==> src/rtl/spi_pkg.sv <==
// Shared SPI types and constants: FSM state encoding, default word width,
// clock-mode descriptor and a counter-width helper.
package spi_pkg;

    localparam int W_SPI_DATA = 32;

    typedef enum logic [1:0] {
        IDLE,
        SETUP,
        SHIFT,
        HOLD
    } spi_state_e;

    typedef struct packed {
        logic cpol;
        logic cpha;
    } spi_mode_t;

    localparam spi_mode_t SPI_MODE0 = '{cpol: 1'b0, cpha: 1'b0};

    // Width of a counter that spans 0..n-1; never narrower than one bit.
    function automatic int cnt_width(input int n);
        return (n > 1) ? $clog2(n) : 1;
    endfunction

endpackage

==> src/rtl/spi_master_shifter_if.sv <==
// Word-level handshake between the CPU-side SPI register file (master)
// and the serial engine (slave).
interface spi_master_shifter_if
    import spi_pkg::*;
#(
    parameter int W_DATA = W_SPI_DATA
);

    logic [W_DATA-1:0] tx_data;
    logic              tx_valid;
    logic              tx_ready;
    logic [W_DATA-1:0] rx_data;
    logic              rx_valid;
    logic              busy;

    modport master (
        output tx_data,
        output tx_valid,
        input  tx_ready,
        input  rx_data,
        input  rx_valid,
        input  busy
    );

    modport slave (
        input  tx_data,
        input  tx_valid,
        output tx_ready,
        output rx_data,
        output rx_valid,
        output busy
    );

endinterface

==> src/rtl/spi_clk_div.sv <==
// Half-period divider for the SPI engine: counts 0..CLK_DIV-1 and flags the
// last count as a tick; a clear restarts the count from zero.
module spi_clk_div
    import spi_pkg::*;
#(
    parameter int CLK_DIV = 4
) (
    input  logic clk,
    input  logic rst,
    input  logic i_clr,
    output logic o_tick
);

    localparam int               W_CNT    = cnt_width(CLK_DIV);
    localparam logic [W_CNT-1:0] CNT_LAST = W_CNT'(CLK_DIV - 1);

    logic [W_CNT-1:0] r_cnt;

    assign o_tick = (r_cnt == CNT_LAST);

    // NOTE: sequential state uses non-blocking assignments so every register
    // samples the values from before the edge, regardless of block order.
    always_ff @(posedge clk or posedge rst) begin
        if (rst) begin
            r_cnt <= '0;
        end else if (i_clr || o_tick) begin
            r_cnt <= '0;
        end else begin
            r_cnt <= r_cnt + W_CNT'(1);
        end
    end

endmodule

==> src/rtl/spi_master_shifter.sv <==
// SPI mode-0 master engine: one MSB-first word per transaction, sclk derived
// from clk by CLK_DIV, received word returned with a one-cycle rx_valid.
module spi_master_shifter
    import spi_pkg::*;
#(
    parameter int W_DATA  = W_SPI_DATA,
    parameter int CLK_DIV = 4
) (
    input  logic                clk,
    input  logic                rst,
    spi_master_shifter_if.slave if_bus,
    output logic                o_sclk,
    output logic                o_mosi,
    output logic                o_cs_n,
    input  logic                i_miso
);

    localparam int               W_BIT    = $clog2(W_DATA) + 1;
    localparam logic [W_BIT-1:0] BIT_LAST = W_BIT'(W_DATA);

    spi_state_e        r_state;
    logic [W_DATA-2:0] r_tx_sr;
    logic [W_DATA-1:0] r_rx_sr;
    logic [W_DATA-1:0] r_rx_data;
    logic [W_BIT-1:0]  r_bit_cnt;
    logic              r_sclk;
    logic              r_mosi;
    logic              r_cs_n;
    logic              r_tx_ready;
    logic              r_rx_valid;
    logic              r_busy;

    logic              w_tick;
    logic              w_accept;
    logic              w_shift_done;
    logic              w_state_exit;
    logic              w_div_clr;
    logic [W_DATA-1:0] w_rx_next;

    assign w_accept     = r_tx_ready && if_bus.tx_valid;
    assign w_shift_done = (r_state == SHIFT) && w_tick && !r_sclk && (r_bit_cnt == BIT_LAST);
    assign w_state_exit = w_accept
                       || (w_tick && ((r_state == SETUP) || (r_state == HOLD)))
                       || w_shift_done;
    // Holding the divider cleared in IDLE makes SETUP always start from zero.
    assign w_div_clr    = (r_state == IDLE) || w_state_exit;
    assign w_rx_next    = {r_rx_sr[W_DATA-2:0], i_miso};

    spi_clk_div #(
        .CLK_DIV (CLK_DIV)
    ) u_clk_div (
        .clk    (clk),
        .rst    (rst),
        .i_clr  (w_div_clr),
        .o_tick (w_tick)
    );

    // NOTE: the shift registers are reset along with the control state, so an
    // aborted transaction leaves no partial word behind.
    always_ff @(posedge clk or posedge rst) begin
        if (rst) begin
            r_state    <= IDLE;
            r_tx_sr    <= '0;
            r_rx_sr    <= '0;
            r_rx_data  <= '0;
            r_bit_cnt  <= '0;
            r_sclk     <= SPI_MODE0.cpol;
            r_mosi     <= 1'b0;
            r_cs_n     <= 1'b1;
            r_tx_ready <= 1'b1;
            r_rx_valid <= 1'b0;
            r_busy     <= 1'b0;
        end else begin
            r_rx_valid <= 1'b0;
            case (r_state)
                IDLE: begin
                    if (w_accept) begin
                        r_tx_sr    <= if_bus.tx_data[W_DATA-2:0];
                        r_mosi     <= if_bus.tx_data[W_DATA-1];
                        r_bit_cnt  <= '0;
                        r_cs_n     <= 1'b0;
                        r_tx_ready <= 1'b0;
                        r_busy     <= 1'b1;
                        r_state    <= SETUP;
                    end
                end
                SETUP: begin
                    // Entering SHIFT is itself the first rising sclk edge.
                    if (w_tick) begin
                        r_sclk    <= ~SPI_MODE0.cpol;
                        r_rx_sr   <= w_rx_next;
                        r_bit_cnt <= r_bit_cnt + W_BIT'(1);
                        r_state   <= SHIFT;
                    end
                end
                SHIFT: begin
                    if (w_tick) begin
                        if (r_sclk) begin
                            r_sclk <= 1'b0;
                            if (r_bit_cnt < BIT_LAST) begin
                                r_mosi  <= r_tx_sr[W_DATA-2];
                                r_tx_sr <= r_tx_sr << 1;
                            end
                        end else if (r_bit_cnt == BIT_LAST) begin
                            r_state <= HOLD;
                        end else begin
                            r_sclk    <= 1'b1;
                            r_rx_sr   <= w_rx_next;
                            r_bit_cnt <= r_bit_cnt + W_BIT'(1);
                        end
                    end
                end
                HOLD: begin
                    if (w_tick) begin
                        r_cs_n     <= 1'b1;
                        r_rx_data  <= r_rx_sr;
                        r_rx_valid <= 1'b1;
                        r_tx_ready <= 1'b1;
                        r_busy     <= 1'b0;
                        r_mosi     <= 1'b0;
                        r_state    <= IDLE;
                    end
                end
                default: begin
                    r_state <= IDLE;
                end
            endcase
        end
    end

    assign if_bus.tx_ready = r_tx_ready;
    assign if_bus.rx_data  = r_rx_data;
    assign if_bus.rx_valid = r_rx_valid;
    assign if_bus.busy     = r_busy;
    assign o_sclk          = r_sclk;
    assign o_mosi          = r_mosi;
    assign o_cs_n          = r_cs_n;

endmodule

==> src/flat_wrapper.sv <==
// flat-port wrapper written by rule: the top's interface ports become plain ports
module spi_master_shifter_flat import spi_pkg::*;
#(
    parameter int W_DATA  = W_SPI_DATA,
    parameter int CLK_DIV = 4
)
  (clk, rst, o_sclk, o_mosi, o_cs_n, i_miso, if_bus_tx_data, if_bus_tx_valid, if_bus_tx_ready, if_bus_rx_data, if_bus_rx_valid, if_bus_busy);
  spi_master_shifter_if #(.W_DATA(W_DATA)) if_bus_i ();
  input  logic clk;
  input  logic rst;
  output logic o_sclk;
  output logic o_mosi;
  output logic o_cs_n;
  input  logic i_miso;
  input wire logic [$bits(if_bus_i.tx_data)-1:0] if_bus_tx_data;
  input wire logic [$bits(if_bus_i.tx_valid)-1:0] if_bus_tx_valid;
  output wire logic [$bits(if_bus_i.tx_ready)-1:0] if_bus_tx_ready;
  output wire logic [$bits(if_bus_i.rx_data)-1:0] if_bus_rx_data;
  output wire logic [$bits(if_bus_i.rx_valid)-1:0] if_bus_rx_valid;
  output wire logic [$bits(if_bus_i.busy)-1:0] if_bus_busy;
  assign if_bus_i.tx_data = if_bus_tx_data;
  assign if_bus_i.tx_valid = if_bus_tx_valid;
  assign if_bus_tx_ready = if_bus_i.tx_ready;
  assign if_bus_rx_data = if_bus_i.rx_data;
  assign if_bus_rx_valid = if_bus_i.rx_valid;
  assign if_bus_busy = if_bus_i.busy;
  spi_master_shifter #(.W_DATA(W_DATA), .CLK_DIV(CLK_DIV)) u_core (.clk(clk), .rst(rst), .if_bus(if_bus_i), .o_sclk(o_sclk), .o_mosi(o_mosi), .o_cs_n(o_cs_n), .i_miso(i_miso));
endmodule
==> config.mk <==
export PLATFORM = sky130hd
export DESIGN_NAME = spi_master_shifter_flat
export DESIGN_NICKNAME = d
export VERILOG_FILES = /design/src/rtl/spi_pkg.sv /design/src/rtl/spi_master_shifter_if.sv /design/src/rtl/spi_clk_div.sv /design/src/rtl/spi_master_shifter.sv /design/src/flat_wrapper.sv
export SDC_FILE = /design/constraint.sdc
export NUM_CORES = 1
export LEC_CHECK = 0
export ABC_AREA = 1
export CORE_MARGIN = 2
export CORE_UTILIZATION = 35
export CTS_BUF_LIST = sky130_fd_sc_hd__clkbuf_8
export CTS_CLUSTER_SIZE = 40
export DETAILED_ROUTE_END_ITERATION = 6
export PLACE_DENSITY_LB_ADDON = 0.3
export REMOVE_ABC_BUFFERS = 1
export SLEW_MARGIN = 20
export SYNTH_ARGS = -nofsm -noshare
export SYNTH_HDL_FRONTEND = slang
export SYNTH_SLANG_ARGS = --single-unit
==> constraint.sdc <==
create_clock -name clk -period 9.35 [get_ports clk]
set_clock_uncertainty 0.2 [all_clocks]
set_input_delay 2.3375 -clock clk [delete_from_list [all_inputs] [get_ports clk]]
set_output_delay 2.3375 -clock clk [all_outputs]
set_load 0.05 [all_outputs]
==> Word level (Yosys, flattened, before mapping) <==
Index checks and enable logic that the tools add are counted.
{ "totals": {"output_inout_bits": 38, "word_cells": 94, "input_bits": 36, "register_bits": 110} }
{ "classes": {"add_sub_neg": 2, "magnitude_cmp": 1, "reduce_logical": 25, "n_eq_ne": 14, "muxes": 41} }
{ "ops": {"columns": ["operator", "n"], "rows": [
  ["$mux W32", 4],
  ["$mux W31", 4],
  ["$pmux W32 S2", 1],
  ["$pmux W31 S2", 1],
  ["$mux W6", 5],
  ["$pmux W6 S3", 1],
  ["$reduce_and A6 Y1", 3],
  ["$mux W2", 7],
  ["$ne A2 B2 Y1 const B", 7],
  ["$mux W1", 13],
  ["$reduce_and A5 Y1", 2],
  ["$pmux W2 S4", 1],
  ["$add A6 B1 Y6 const B", 1],
  ["$eq A2 B2 Y1 const B", 3],
  ["$eq A6 B6 Y1 const B", 1],
  ["$lt A6 B6 Y1 const B", 1],
  ["$pmux W1 S2", 3],
  ["$reduce_and A3 Y1", 2],
  ["$reduce_bool A2 Y1", 3],
  ["$reduce_bool A3 Y1", 2],
  ["$logic_and A1 B1 Y1", 5],
  ["$logic_or A1 B1 Y1", 5],
  ["$ne A2 B1 Y1 const B", 2],
  ["$pmux W1 S3", 1],
  ["5 further kinds", 5]
]} }

==> Depth between registers and ports, before layout <==
Gate-level depths: netlist of the first run.
{ "logic_depth": {"depth_word": 8, "ltp_mapped": 9, "ltp_nobuf": 8} }

==> Cells and area by module <==
A second synthesis of the first run with hierarchy kept.
{ "hier_totals": {"hier_cells": 497, "hier_area_um2": 4994.8} }
{ "modules_own_cells": {"columns": ["module", "cells_per_inst", "n_inst", "seq_area_each_um2", "area_per_inst_um2"], "rows": [
  ["spi_master_shifter", 487, 1, 2703.8, 4906.0],
  ["spi_clk_div", 10, 1, 50.0, 88.8]
]} }

==> Worst setup path after synthesis of the first run <==
OpenSTA, ideal clock, no wires.
{ "synth_path": {"kind": "reg2out", "from": "register u_core.r_cs_n (netlist: u_core.o_cs_n)", "to": "output o_cs_n", "path_stages_with_launch": 2, "t_required_ps": 6812, "arrival_time_ps": 939, "n_path_buf": 1, "setup_slack_ps": 5874, "cell_sequence": "dfstp_2 -> buf_4"} }
{ "synth_lines": {"columns": ["item", "line", "text"], "rows": [
  ["start, declared", "spi_master_shifter.sv:28", "logic r_cs_n;"],
  ["start signal, assigned", "spi_master_shifter.sv:69", "r_cs_n <= 1'b1;"],
  ["start signal, assigned", "spi_master_shifter.sv:81", "r_cs_n <= 1'b0;"],
  ["start signal, assigned", "spi_master_shifter.sv:115", "r_cs_n <= 1'b1;"],
  ["end, declared", "flat_wrapper.sv:13", "output logic o_cs_n;"]
]} }
No word-level cell between the ends.

==> impl_results.md, run 1 <==
- Status: complete, no violations
- Sink Count: between 100 and 150
- Port Buffers: 73
- Buf+Inv Stages, Crit Path: 1
- Crit path required time: just under 7 ns
- Full die area: 0.0149 mm2
- CTS Hold Buffers Added: 0
- Placed instance count: 767
- Die Ht: ~120 um
- WL/cell: 12.5 um
- M1 GR Usage: 0.189
- Layout area overhead: 19.9%
- Area leader, netlist: dfrtp_1
- Final WL: ~10 mm
- Worst-Skew Late Latency: approximately 0.37 ns
- DRT Pass-1 Iters: 4
- Syn Inst Count: roughly 540
- Final Wtd Congestion: 0.808
- DR vias: between 3000 and 4000
- Initial core utilization: 0.355
- Max VDD drop: roughly 0.079 mV
- RSZ-0062 raised after global routing: no
- Min-delay src: u_core.u_clk_div.r_cnt[0]
- Reg clk slew, reported paths: about 0.090 ns
- Ys Warns: 0
- Non-Filler Instances: between 700 and 800
- Crit Path Max Fanout: 4
- Crit Reg-Reg Startpoint: u_core.r_state[0]
- Antenna violations before repair: 0
- Worst path max stage delay: about 0.8 ns
- Reg2reg setup slack: approximately 6.5 ns
- Initial DRC count: approximately 220
- PostCTS Resize Cnt: 0
- Row Count: between 40 and 50
- Slew at the pin closest to its max-slew limit: 1.01 ns
- Static leakage: roughly 2.8 nW
- Tot GR Track Use: 0.139
- Yosys reg bits: 110
- Max Root-Sink Buffers: 2
- Most common cell after layout, fill and taps aside: nand2_1
- Sequential-to-total area share from yosys stat: 0.566
- First-pass GRT wire length: about 17 mm
- Max-slew headroom: 0.324
- GR Overflow Total: 0
- Async SR Flop Fraction: 1.00
- CTS tree: yes
- Crit path DAT: between 1.5 and 2 ns
- Die W: 122 um
- Max stage delay cell, worst path: clkdlybuf4s50_1
- Total setup buffers inserted after CTS: 0
- Num CTS Buffers: 9
- Power Total: about 0.00076 W
- Diodes inserted: 0
- Final nets: 643
- I/O pins: 74
- Max-cap viol count: 0
- # setup viols final: 0
- Largest net degree at the start of global routing: 77
- Post-synth EDFFs: 0
- Fin crit period: between 4 and 5 ns
- DR vias/cell: about 4.6
- Worst hold path class: reg -> reg
- Pwr/cell area: approximately 130 mW/mm2
- Crit path kind: reg -> out
- Final ANT Viol Nets: 0
- Yosys top cell area share: 0.560
- Vias in the first global route: approximately 3500
- Post-route DRC: 0
- Ranking of synthesized cells by area: dfrtp_1 (56%), nand2_1 (19%), mux2i_1 (6.2%), nand3_1 (4.0%), o21ai_1 (3.4%)
- Most used routing layer: met2
- Cell type group with the largest total delay on the critical path: buffers and inverters
- Post-synth top flop: dfrtp_1
- Core area: 0.0137 mm2
- Worst Setup SP: u_core.o_cs_n
- Highest-count cells in the layout ignoring fill and taps: nand2_1 (240), dfrtp_1 (109), clkdlybuf4s50_1 (73)
- Hold Fails Final Rpt: 0
- Startpoint types: register
- Final Slew Violations: 0
- Met2 Use GR: 0.226
- CP Capture Type: output pin
- Util after Layout: 0.426
- Mean post-synth cell area: around 9.0 um2
- CP Cell Sequence: clkdlybuf4s50_1
- Fmax: roughly 0.24 GHz
- Fin crit share: 0.455
- Setup TNS: 0 ns
- Number of library cell types mapped by synthesis: 27
- M3 GR Usage: 0.0253
- Hold slack final: between 0.2 and 0.3 ns
- H-tree depth: 3
- Synth Cell Area: between 0.004 and 0.005 mm2
- Detailed Place HPWL: 6.37 mm
- Layout cell share with drive strength beyond 1: 0.0465
- CTS root buf: clkbuf_8
final timing paths:
check                                            end  cells after the start
hold reg to reg            u_core.u_clk_div.r_cnt[0]                      1
max in group asynchronous        u_core.r_bit_cnt[3]                      3
setup / recovery                     if_bus_tx_ready                      1
hold / removal             u_core.u_clk_div.r_cnt[0]                      1
setup reg to reg                   u_core.r_tx_sr[7]                      8
min in group asynchronous         u_core.r_tx_sr[22]                      2
metrics by stage:
| stage | instance area, um2 | worst slack [ns] |
|---|---|---|
| finish | 5840 | 5.10 |
| floorplan | 4680 | 3.91 |
| CTS | 5830 | 5.07 |
| global route | 5840 | 5.03 |
| detailed placement | 5670 | 4.90 |
| global placement | 5670 | 5.00 |
cell type report:
class	count	area (um2)
clock inverter	6	37.5
tap	180	225
timing repair buffer	76	753
clock buffer	9	124
multi-input combinational	386	1890
inverter	15	58.8
sequential	110	2750
fill	1348	7880
registers in the layout (all words and copies together), names as in the netlist:
signal and cells:
u_core.r_state 2, u_core.if_bus.rx_valid 1, u_core.o_sclk 1, u_core.r_rx_sr 32
u_core.r_tx_sr 31, u_core.if_bus.rx_data 32, u_core.r_bit_cnt 6, u_core.if_bus.busy 1
u_core.u_clk_div.r_cnt 2, u_core.o_cs_n 1, u_core.o_mosi 1
Yosys cell counts, drive strengths merged (2+ instances only):
cell type,number
clkbuf,3
dfrtp,109
inv,15
o21ai,37
buf,24
nand2,243
xnor2,2
nand4,2
nor2,18
nand3,39
mux2i,30
ha,9
layer usage:
metal / up-vias / part of all wire
li1: 1832 / -
met1: 1729 / 0.49
met2: 34 / 0.48
met3: 4 / 0.025
met4: 0 / 0.0064
met5: - / 0
worst register-to-register path: stages (launching register included):
cell	delay (ns)
dfrtp_1	0.44
inv_1	0.14
ha_4	0.57
inv_2	0.16
a21oi_1	0.18
nor2_2	0.07
nand2_2	0.72
nand2_1	0.15
o21ai_1	0.13
power breakdown:
part / leakage (nW) / internal [W] / total (W) / switching, W
sequential: 1.53 / 0.000475 / 0.000475 / 0
combinational: 1.23 / 0.0000153 / 0.0000288 / 0.0000136
clock: 0.0885 / 0.0000954 / 0.000255 / 0.000160
total: 2.85 / 0.000586 / 0.000760 / 0.000174
logic make-up (layout without fill, tap and decap cells):
logic type | after synthesis | after routing | share of synthesized area
AND/OR/NAND/NOR | 303 | 303 | 0.250
flip-flops | 110 | 110 | 0.566
buffers and inverters | 42 | 106 | 0.0493
AO/OA/AOI/OAI | 41 | 41 | 0.0445
multiplexers | 30 | 30 | 0.0617
adder cells (fa/ha/maj) | 9 | 9 | 0.0231
XOR/XNOR | 3 | 3 | 0.00540
No activity file was read; power rests on OpenSTA's default activity.
==> run 2, diff against run 1 <==
clock period = 4.1 ns   (was 9.35 ns; I/O delays follow)
==> impl_results.md, run 2 (synthesis gave the netlist of run 1 again) <==
- Max stage delay cell, worst path: clkdlybuf4s50_1
- Die W: between 100 and 150 um
- Crit path kind: reg -> out
- Pwr/cell area: slightly below 300 mW/mm2
- Layout area overhead: 20.4%
- # setup viols final: 0
- Final ANT Viol Nets: 0
- CTS tree: yes
- Worst r2r dst: u_core.r_rx_sr[13]
- Port Buffers: 73
- Reg clk slew, reported paths: 0.10 ns
- GR Overflow Total: 0
- Tot GR Track Use: 0.142
- Max-slew headroom: 0.348
- Layout cell share with drive strength beyond 1: 0.0561
- Fin crit share: 0.721
- Max VDD drop: 0.145 mV
- Num CTS Buffers: 9
- Crit Path Max Fanout: 4
- Worst-Skew Late Latency: between 0.3 and 0.4 ns
- Status: complete, no violations
- Setup TNS: 0 ns
- CTS root buf: clkbuf_8
- Hold path depth: 1
- Final nets: about 650
- Die Ht: around 120 um
- Final WL: ~9.8 mm
- Largest net degree at the start of global routing: 63
- Startpoint types: register
- RSZ-0062 raised after global routing: no
- Hold Path End: u_core.u_clk_div.r_cnt[0]
- Non-Filler Instances: 786
- Total setup buffers inserted after CTS: 0
- Final Wtd Congestion: 0.792
- Cell type group with the largest total delay on the critical path: buffers and inverters
- Crit Reg-Reg Startpoint: u_core.r_state[0]
- H-tree depth: 3
- Max Root-Sink Buffers: 2
- CP Cell Sequence: clkdlybuf4s50_1
- Buf+Inv Stages, Crit Path: 1
- Sink Count: 110
- Detailed Place HPWL: 6.60 mm
- DRT Pass-1 Iters: 5
- Static leakage: ~2.9 nW
- Vias in the first global route: 3571
- Initial core utilization: 0.355
- Hold slack final: between 0.2 and 0.3 ns
- Hold Fails Final Rpt: 0
- I/O pins: between 70 and 80
- Highest-count cells in the layout ignoring fill and taps: nand2_1 (240), dfrtp_1 (109), clkdlybuf4s50_1 (73)
- WL/cell: 12.5 um
- Max-cap viol count: 0
- Antenna violations before repair: 0
- CTS Hold Buffers Added: 0
- First-pass GRT wire length: between 15 and 20 mm
- Slew at the pin closest to its max-slew limit: 0.977 ns
- Reg2reg setup slack: around 1.6 ns
- DR vias: ~3600
- CP Capture Type: output pin
- PostCTS Resize Cnt: 0
- Crit path DAT: 1.73 ns
- Reg2reg path depth: 7
- Crit path required time: around 2.9 ns
- Core area: 0.0137 mm2
- Util after Layout: 0.427
- Fin crit period: a little under 3 ns
- DR vias/cell: 4.59
- Placed instance count: just under 800
- Min-delay src: u_core.u_clk_div.r_cnt[0]
- Fmax: 0.338 GHz
- Post-route DRC: 0
- Row Count: 43
- Worst path max stage delay: around 0.80 ns
- Initial DRC count: around 240
- Final Slew Violations: 0
- Full die area: 0.0149 mm2
- Worst hold path class: reg -> reg
- Diodes inserted: 0
- Most common cell after layout, fill and taps aside: nand2_1
## run 2: cell types whose count changed in the layout (fill, tap and decap cells not counted), sizes merged
cell	before	now
buf	3	6
clkinv	1	4
inv	19	17
## run 2: stage by stage
step           power [W]  setup slack [ns]  cell area, um2
2_1_floorplan    0.00113           -0.0256            4680
3_3_place_gp     0.00117              1.05            5690
3_5_place_dp     0.00118             0.964            5690
4_1_cts          0.00178              1.11            5860
5_1_grt          0.00183              1.09            5860
6_report         0.00175              1.14            5860
## run 2: worst register-to-register path: cells and delay by family (launching register included)
kind                       cells  cell delay, ns
AOI/OAI and AO/OA              1            0.20
adders and majority gates      1            0.26
buffers and inverters          1            0.09
DFF                            1            0.43
and+or+nand+nor                4            1.17
## run 2: layout make-up
class / instances / area [um2]
Fill cell: 1393 / 7860
Timing Repair Buffer: 79 / 776
Clock buffer: 9 / 124
Clock inverter: 7 / 48.8
Sequential cell: 110 / 2750
Multi-Input combinational cell: 386 / 1880
Tap cell: 180 / 225
Inverter: 15 / 58.8
## run 2: worst max-delay path by stage
stage / startpoint / endpoint / slack, ns / cells after the start
floorplan: rst / u_core.if_bus.busy / -0.03 / 1
global placement: if_bus_tx_valid / u_core.r_tx_sr[9] / 1.05 / 8
detailed placement: if_bus_tx_valid / u_core.r_tx_sr[29] / 0.96 / 8
CTS: u_core.o_cs_n / o_cs_n / 1.11 / 1
global route: u_core.o_cs_n / o_cs_n / 1.09 / 1
finish: u_core.o_cs_n / o_cs_n / 1.14 / 1
## run 2: per-layer routing
layer  routed length (um)  track usage  vias to the layer above
met3                  206       0.0178                       11
met4                  164       0.0582                        0
met2                 4790        0.233                       38
met1                 4680        0.192                     1721
li1                     -            -                     1836
met5                    0            0                        -
## run 2: power breakdown
group	internal [W]	switching (W)	leakage, nW
Clock	0.000224	0.000373	0.0898
Combinational	0.0000360	0.0000306	1.24
Sequential	0.00108	0	1.53
Total	0.00134	0.000404	2.86
==> run 3, diff against run 2 <==
clock period = 2.85 ns   (was 4.1 ns; I/O delays follow)
==> impl_results.md, run 3 (synthesis gave the netlist of run 1 again) <==
- Final Slew Violations: 0
- Slew at the pin closest to its max-slew limit: 0.550 ns
- Logic pwr share: 0.040
- First-pass GRT wire length: 17.0 mm
- Static leakage: 2.92 nW
- Detailed Place HPWL: slightly below 7 mm
- Layout area overhead: 22.0%
- Power Total: ~0.0026 W
- Reg clk slew, reported paths: about 0.090 ns
- Filler cell count: 1383
- Status: complete, no violations
- # setup viols final: 0
- Tot GR Track Use: 0.142
- RSZ-0062 raised after global routing: no
- I/O pins: 74
- Internal power: approximately 0.0020 W
- CTS tree: yes
- DR vias: roughly 3700
- Max stage delay cell, worst path: clkdlybuf4s50_1
- Crit path required time: 1.94 ns
- Final nets: between 600 and 700
- Pwr/cell area: around 430 mW/mm2
- Initial core utilization: 0.355
- Hold Fails Final Rpt: 0
- Final WL: 9.88 mm
- Sink Count: 110
- Die W: about 120 um
- CTS Hold Buffers Added: 0
- Max VDD drop: between 0.2 and 0.25 mV
- Buf+Inv Stages, Crit Path: 1
- Port Buffers: between 70 and 80
- Max-cap viol count: 0
- Diodes inserted: 0
- GR Overflow Total: 0
- Util after Layout: 0.433
- Initial DRC count: 236
- Final ANT Viol Nets: 0
- Antenna violations before repair: 0
- Core area: about 0.014 mm2
- DR vias/cell: roughly 4.6
- Cell type group with the largest total delay on the critical path: buffers and inverters
- Layout cell share with drive strength beyond 1: 0.0573
- WL/cell: between 10 and 15 um
- Worst path max stage delay: around 0.80 ns
- Crit path kind: reg -> out
- Post-route DRC: 0
- Row Count: between 40 and 50
- Fmax: around 0.38 GHz
- Full die area: 0.0149 mm2
- H-tree depth: 3
- Worst hold path class: reg -> reg
- Sw power: 0.000542 W
- Fin crit share: 0.925
- Num CTS Buffers: 9
- Switching Share: 0.210
- Crit Path Max Fanout: 4
- Most common cell after layout, fill and taps aside: nand2_1
- Flop pwr share: 0.605
- Die Ht: 122 um
- Final Wtd Congestion: approximately 0.77
- Fin crit period: 2.64 ns
- Worst-Skew Late Latency: between 0.3 and 0.4 ns
- Highest-count cells in the layout ignoring fill and taps: nand2_1 (240), dfrtp_1 (109), clkdlybuf4s50_1 (73)
- CP Cell Sequence: clkdlybuf4s50_1
- Part of the power in the clock network: 0.355
- DRT Pass-1 Iters: 4
- Vias in the first global route: 3688
- Max-slew headroom: 0.632
- Crit path DAT: roughly 1.7 ns
- Total setup buffers inserted after CTS: 0
- Startpoint types: register
- PostCTS Resize Cnt: 0
- CTS root buf: clkbuf_8
- Largest net degree at the start of global routing: 63
- CP Capture Type: output pin
- Max Root-Sink Buffers: 2
run 3: cell count changes in the layout (fill, tap and decap cells not counted), sizes merged:
cell	delta
clkinvlp	-1
clkbuf	+1
clkinv	-3
buf	+5
bufinv	+1
inv	+2
run 3: power by group through the flow:
stage                     combinational (W)  clock [W]  sequential [W]
after floorplan                   0.0000347          0         0.00159
after global placement             0.000104          0         0.00159
after detailed placement           0.000106          0         0.00159
after CTS                          0.000107   0.000949         0.00156
after global routing               0.000114    0.00101         0.00156
final                              0.000102   0.000914         0.00156
run 3: per-layer routing:
layer  up-vias  global-route usage  share of wire
met5         -                   0              0
met4         0              0.0582          0.014
li1       1853                   -              -
met3        11              0.0243          0.030
met2        51               0.230           0.49
met1      1755               0.188           0.47
run 3: final timing paths:
path | start | endpoint | slack [ns] | cells after the start
setup reg to reg | u_core.r_state[0] | u_core.r_tx_sr[15] | 0.43 | 9
setup / recovery | u_core.o_cs_n | o_cs_n | 0.21 | 1
hold / removal | u_core.u_clk_div.r_cnt[0] | u_core.u_clk_div.r_cnt[0] | 0.27 | 1
max in group asynchronous | rst | u_core.o_cs_n | 1.34 | 3
min in group asynchronous | rst | u_core.r_tx_sr[22] | 0.52 | 2
hold reg to reg | u_core.u_clk_div.r_cnt[0] | u_core.u_clk_div.r_cnt[0] | 0.27 | 1
run 3: layout make-up:
cell class,count,area [um2],area share
inverter,15,58.8,0.00990
tap,180,225,0.0379
multi-input combinational,386,1880,0.316
clock buffer,10,138,0.0232
timing repair buffer,84,838,0.141
sequential,110,2750,0.464
clock inverter,6,50.0,0.00842
run 3: through the flow:
stage                     std cells  hold slack (ns)  cell area (um2)  setup TNS, ns  worst slack, ns
final                           791            0.270             5940              0            0.213
after global routing            791            0.312             5940              0            0.144
after CTS                       791            0.281             5940              0            0.184
after detailed placement        775            0.262             5750              0            0.362
after global placement          775            0.254             5750              0            0.422
after floorplan                 511            0.238             4680        -127.96           -0.963
